$ cat src/rtl/spi_rb_bridge.sv
// SPI mode-0 slave to register-bank bridge, all SPI pins oversampled in clk.
// Optional: define SPI_RB_AUTOINC_EN to step the address after each data byte.
module spi_rb_bridge #(
    parameter int ADR_BITS    = 8,
    parameter int SYNC_STAGES = 2
) (
    input  logic                clk,
    input  logic                reset,
    input  logic                spi_sclk,
    input  logic                spi_csn,
    input  logic                spi_mosi,
    output logic                spi_miso,
    output logic                spi_miso_oe,
    output logic [ADR_BITS-1:0] address,
    output logic [7:0]          data_write_in,
    input  logic [7:0]          data_read_out,
    output logic                reg_en,
    output logic                write_en,
    output logic                busy
);

    typedef enum logic [1:0] {
        IDLE,
        CMD,
        ADDR,
        DATA
    } state_t;

    state_t state, state_n;

    logic [SYNC_STAGES-1:0] sclk_sync, csn_sync, mosi_sync;
    logic [SYNC_STAGES:0]   flush;
    logic sclk_s, csn_s, mosi_s;
    logic sclk_d, csn_d;
    logic sclk_rise, sclk_fall, csn_rise, csn_fall;
    logic armed;

    logic [2:0] bitcnt;
    logic [7:0] shift_in;
    logic       byte_done;

    logic       wr, wr_n;
    logic       addr_set, data_adv, write_pulse;
    logic       reload_req, addr_chg, tx_load;
    logic [7:0] tx_shift;

    assign sclk_s = sclk_sync[SYNC_STAGES-1];
    assign csn_s  = csn_sync[SYNC_STAGES-1];
    assign mosi_s = mosi_sync[SYNC_STAGES-1];

    assign sclk_rise = sclk_s & ~sclk_d & ~csn_s;
    assign sclk_fall = ~sclk_s & sclk_d & ~csn_s;
    assign csn_fall  = ~csn_s & csn_d;
    assign csn_rise  = csn_s & ~csn_d;

    always_ff @(posedge clk) begin
        if (reset) begin
            sclk_sync <= '0;
            csn_sync  <= '1;
            mosi_sync <= '0;
            sclk_d    <= 1'b0;
            csn_d     <= 1'b1;
            flush     <= '0;
            armed     <= 1'b0;
        end else begin
            sclk_sync <= {sclk_sync[SYNC_STAGES-2:0], spi_sclk};
            csn_sync  <= {csn_sync[SYNC_STAGES-2:0], spi_csn};
            mosi_sync <= {mosi_sync[SYNC_STAGES-2:0], spi_mosi};
            sclk_d    <= sclk_s;
            csn_d     <= csn_s;
            flush     <= {flush[SYNC_STAGES-1:0], 1'b1};
            // csn_sync holds its reset value until flushed; only trust it after
            if (flush[SYNC_STAGES] && csn_s)
                armed <= 1'b1;
        end
    end

    always_ff @(posedge clk) begin
        if (reset) begin
            bitcnt    <= 3'd0;
            shift_in  <= 8'd0;
            byte_done <= 1'b0;
        end else begin
            byte_done <= 1'b0;
            if (csn_fall) begin
                bitcnt <= 3'd0;
            end else if (sclk_rise) begin
                shift_in  <= {shift_in[6:0], mosi_s};
                bitcnt    <= bitcnt + 3'd1;
                byte_done <= (bitcnt == 3'd7);
            end
        end
    end

    always_ff @(posedge clk) begin
        if (reset)
            state <= IDLE;
        else
            state <= state_n;
    end

    always_comb begin
        state_n     = state;
        wr_n        = wr;
        addr_set    = 1'b0;
        data_adv    = 1'b0;
        write_pulse = 1'b0;
        if (csn_rise) begin
            state_n = IDLE;
        end else begin
            unique case (state)
                IDLE: if (csn_fall && armed) state_n = CMD;
                CMD: if (byte_done) begin
                    state_n = ADDR;
                    wr_n    = shift_in[7];
                end
                ADDR: if (byte_done) begin
                    state_n  = DATA;
                    addr_set = 1'b1;
                end
                DATA: if (byte_done) begin
                    data_adv    = 1'b1;
                    write_pulse = wr;
                end
                default: state_n = IDLE;
            endcase
        end
    end

`ifdef SPI_RB_AUTOINC_EN
    // step one cycle after the strobe so address is stable while write_en is high
    logic addr_step;

    always_ff @(posedge clk) begin
        if (reset)
            addr_step <= 1'b0;
        else
            addr_step <= data_adv;
    end

    assign reload_req = addr_set | addr_step;
`else
    assign reload_req = addr_set | data_adv;
`endif

    always_ff @(posedge clk) begin
        if (reset) begin
            wr            <= 1'b0;
            address       <= '0;
            data_write_in <= 8'd0;
            write_en      <= 1'b0;
            reg_en        <= 1'b0;
            addr_chg      <= 1'b0;
            tx_load       <= 1'b0;
            tx_shift      <= 8'd0;
        end else begin
            wr       <= wr_n;
            write_en <= write_pulse;
            if (write_pulse)
                data_write_in <= shift_in;
            if (addr_set)
                address <= shift_in[ADR_BITS-1:0];
`ifdef SPI_RB_AUTOINC_EN
            else if (addr_step)
                address <= address + ADR_BITS'(1);
`endif
            if (state_n == IDLE)
                reg_en <= 1'b0;
            else if (addr_set)
                reg_en <= 1'b1;
            // bank registers the new address, then one cycle of margin
            addr_chg <= reload_req;
            tx_load  <= addr_chg;
            if (tx_load)
                tx_shift <= data_read_out;
            else if (sclk_fall && bitcnt != 3'd0)
                tx_shift <= {tx_shift[6:0], 1'b0};
        end
    end

    assign busy        = (state != IDLE);
    assign spi_miso_oe = ~csn_s & busy;
    assign spi_miso    = (state == DATA && !wr) ? tx_shift[7] : 1'b0;

endmodule

$ cat config.mk
export PLATFORM = sky130hd
export DESIGN_NAME = spi_rb_bridge
export DESIGN_NICKNAME = d
export VERILOG_FILES = /design/src/rtl/spi_rb_bridge.sv
export SDC_FILE = /design/constraint.sdc
export NUM_CORES = 1
export LEC_CHECK = 0
export BUFFER_PORTS_ARGS = -buffer_cell sky130_fd_sc_hd__buf_4
export CAP_MARGIN = 0
export CORE_MARGIN = 5
export CORE_UTILIZATION = 45
export CTS_CLUSTER_SIZE = 24
export DETAILED_ROUTE_END_ITERATION = 16
export GPL_TIMING_DRIVEN = 0
export PLACE_DENSITY = 0.65
export SLEW_MARGIN = 0
export SYNTH_ARGS = -nofsm -noshare
export SYNTH_HDL_FRONTEND = slang
export SYNTH_SLANG_ARGS = --single-unit
$ cat constraint.sdc
create_clock -name clk -period 1.9 [get_ports clk]
set_input_delay 0.57 -clock clk [delete_from_list [all_inputs] [get_ports clk]]
set_output_delay 0.57 -clock clk [all_outputs]
set_load 0.02 [all_outputs]
==> impl_results.md <==
- Setup-violating endpoint count in the final report: 0
- Slew at the pin closest to its max-slew limit: 0.696 ns
- Residual DRC count: 0
- Leading cell type in the layout, fill and taps excluded: sky130_fd_sc_hd__dfxtp_1
- Area of the multi-input gates: 926 µm²
- Synthesized area per cell: 8.93 µm²
- Overall overflow remaining after global route: 0
- Post-layout instance count excluding filler cells: 349
- Routed wire length: 4800 µm
- Insertion delay of the later-clocked pin in the worst-skew pair: 0.31 ns
- Antenna violations before repair: 0
- Placement row count: 25
- Vertical die dimension: 79.6 µm
- Count of cell types in the netlist: 33
- Dominant combinational cell family by area after synthesis: compound AO/OA/AOI/OAI gates
- Adder and majority cell fraction of the synthesized area: 0.0172
- #FFs+latches synth: 55
- Number of global-route vias before repair: 1,668
- Sequential area share after synthesis: 0.505
- Synthesized netlist net count: 260
- Clk sink count: 55
- Source of the worst hold timing path: csn_sync[0]$_SDFF_PP1_
- Post-synthesis share of cell area spent on xor and xnor gates: 0.00402
- Peak supply drop: 0.439 mV
- Post-layout util: 0.558
- Crit Path Category: reg -> out
- Floorplan die area: 6340 µm²
- Die boundary width: 79.6 µm
- Clock tree buffer depth: 2
- Slew HR: 0.535
- # IOs: 34
- Outcome: completed
- Fraction of layout instances using a drive strength above 1: 0.191
- Switching power share of the total: 0.203
- Category of the worst setup path capture point: primary output
- Max-capacitance violation count: 0
- TritonCTS clock tree: done
- Synthesis Warnings: 0
- Post-detailed-placement half-perimeter wirelength: 3320 µm
- DR WL/cell: 13.8 µm
- Number of antenna-violating nets in the routed design: 0
- Max Clock Freq: 568 MHz
- Critical path startpoint: state[1]$_SDFF_PP0_
- Number of vias after detailed routing: 1,802
- Count of buffers inserted at the top-level ports: 32
- Clock group share of total power: 0.422
- Tcrit/Tclk final: 0.927
- Power density normalized to cell area: 819 nW/µm²
- Arrival time of data at the critical path endpoint: 1.19 ns
- Fin nets: 297
- FILL cells: 467
- Kind of path behind the tightest hold check: reg -> reg
- Standard cell core area: 4720 µm²
- Internal power consumption: 0.00172 W
- Share of power burned in combinational logic: 0.037
- Leakage: 0.988 nW
- Worst setup timing slack at the placement stage: 0.213 ns
- Area share of and/or/nand/nor cells after synthesis: 0.186
- Reg power frac: 0.542
- Cell Area, Synth: 2180 µm²
- Final critical-path required period: 1.76 ns
- First-pass DRT Iterations: 4
- Maximum level of the CTS H-tree: 2
- Detailed Route Iter0 Violations: 132
- Unrepaired setup endpoints after global routing: false
- Number of vias per cell after detailed routing: 5.16
- Most frequent cells in the layout: sky130_fd_sc_hd__dfxtp_1, sky130_fd_sc_hd__buf_4, sky130_fd_sc_hd__a21oi_1
- Startpoint type of the worst setup path: flop
- Fin worst setup slack: 0.139 ns
- Setup skew after layout: 0.00775 ns
- Global-route wire length before repair: 7960 µm
- Number of setup buffers added after CTS: 0
- Clk root buf: sky130_fd_sc_hd__clkbuf_8
- Maximum number of pins on one net before global-route repair: 19
- Worst Path Max Fanout: 10
- Placed Cells incl. Taps: 343
- Total clock buffers created by CTS: 5
- Complex-gate fraction of the synthesized area: 0.203
- Area growth from synthesis to layout: 20.9%
- Launch point of the worst reg-to-reg path: bitcnt[0]$_SDFFE_PP0P_
- Global routing usage summed across all routing layers: 0.160
- Routability congestion estimate: 0.741
- Antenna cell count: 0
- Combined flip-flop and latch cell area: 1100 µm²
- Final Slew Violations: 0
- P_sw: 0.000438 W
- Total count of hold-check failures in the final report: 0
- WP data required: 1.33 ns
- Cts hold-fix bufs: 0
- Accumulated negative setup slack: 0 ns
- Cells after Synth: 244
- Effective utilization at floorplan: 0.461
- Share of synthesized area spent on multiplexers: 0.0138
- CTS clk-pin slew, worst paths: 0.10 ns
[cell usage after synthesis]
master,count,area [µm²]
sky130_fd_sc_hd__dfxtp_1,55,1100
sky130_fd_sc_hd__a21oi_1,31,155
sky130_fd_sc_hd__nand2_1,19,71.3
sky130_fd_sc_hd__nand3_1,16,80.1
sky130_fd_sc_hd__o21ai_0,16,80.1
sky130_fd_sc_hd__clkbuf_1,15,56.3
sky130_fd_sc_hd__inv_1,14,52.6
sky130_fd_sc_hd__nor2b_1,9,56.3
sky130_fd_sc_hd__o31ai_1,9,67.6
sky130_fd_sc_hd__nor2_1,8,30.0
sky130_fd_sc_hd__a221oi_1,7,61.3
sky130_fd_sc_hd__a41oi_1,7,61.3
sky130_fd_sc_hd__buf_2,7,35.0
sky130_fd_sc_hd__ha_1,3,37.5
sky130_fd_sc_hd__mux2i_1,3,30.0
sky130_fd_sc_hd__nand2b_1,3,18.8
sky130_fd_sc_hd__nor3_1,3,15.0
sky130_fd_sc_hd__nand4_1,2,12.5
sky130_fd_sc_hd__or2_2,2,12.5
sky130_fd_sc_hd__or4b_1,2,20.0
sky130_fd_sc_hd__a21o_1,1,7.51
sky130_fd_sc_hd__and3_1,1,6.26
sky130_fd_sc_hd__and3b_1,1,8.76
sky130_fd_sc_hd__and4_1,1,8.76
sky130_fd_sc_hd__and4b_1,1,10.0
sky130_fd_sc_hd__buf_6,1,11.3
sky130_fd_sc_hd__nand3b_1,1,7.51
sky130_fd_sc_hd__nor2b_4,1,13.8
sky130_fd_sc_hd__nor3b_2,1,12.5
sky130_fd_sc_hd__nor4b_2,1,15.0
sky130_fd_sc_hd__o311ai_0,1,8.76
sky130_fd_sc_hd__or3_1,1,6.26
sky130_fd_sc_hd__xnor2_1,1,8.76
[power by group through the flow]
stage               Clock (W)  Sequential, W  Combinational [W]
floorplan                   0        0.00119          0.0000481
global placement            0        0.00120          0.0000807
detailed placement          0        0.00120          0.0000812
CTS                  0.000932        0.00117          0.0000808
global route         0.000980        0.00117          0.0000897
finish               0.000910        0.00117          0.0000798
[repair_timing]
item / 4_1_cts / 5_1_grt
gates resized for setup: 1 / 0
pin swaps: 0 / 0
endpoints found under the setup margin: 2 / 3
cloned: 0 / 0
[cells by family after synthesis]
| logic type | after synthesis |
|---|---|
| muxes | 3 |
| and+or+nand+nor | 73 |
| xor gates and xnor gates | 1 |
| AOI/OAI and AO/OA | 72 |
| DFF | 55 |
| adders and majority gates | 3 |
| buffers and inverters | 37 |
[layer usage]
layer	vias up	global-route usage	wire, µm
li1	929	-	-
met1	837	0.231	2440
met2	31	0.234	2130
met3	5	0.0406	185
met4	0	0.0464	45
met5	-	0	0
[through the flow]
step                hold WS (ns)  power (W)  instance area, µm²
floorplan                  0.389    0.00124                2180
detailed placement         0.393    0.00128                2500
CTS                        0.416    0.00218                2640
global placement           0.390    0.00128                2500
global route               0.434    0.00224                2640
finish                     0.415    0.00216                2640
[area by class of cell]
cell class,count,share of cell area
Timing Repair Buffer,32,0.0912
Inverter,14,0.0199
Clock inverter,3,0.0256
Sequential cell,55,0.418
Multi-Input combinational cell,152,0.351
Clock buffer,5,0.0261
Buffer,21,0.0361
Tap cell,67,0.0318
[registers in the layout, indices dropped and copies added, names as in the netlist, 2 cells and up]
name / flops
address: 8
mosi_sync: 2
tx_shift: 8
csn_sync: 2
sclk_sync: 2
flush: 3
shift_in: 8
state: 2
data_write_in: 8
bitcnt: 3
[worst max-delay path, stage by stage, from the launching register on]
cell                      delay [ns]
sky130_fd_sc_hd__dfxtp_1        0.32
sky130_fd_sc_hd__buf_2          0.17
sky130_fd_sc_hd__nor2_2         0.18
sky130_fd_sc_hd__nor2_1         0.06
sky130_fd_sc_hd__buf_4          0.15
[final timing paths]
kind	endpoint	slack (ns)	cells past startpoint
max	spi_miso_oe	0.14	4
min	csn_sync[1]$_SDFF_PP1_	0.42	1
max reg2reg	tx_shift[0]$_SDFFE_PP0P_	0.31	6
min reg2reg	csn_sync[1]$_SDFF_PP1_	0.42	1
Power figures use the tool's default switching activity.
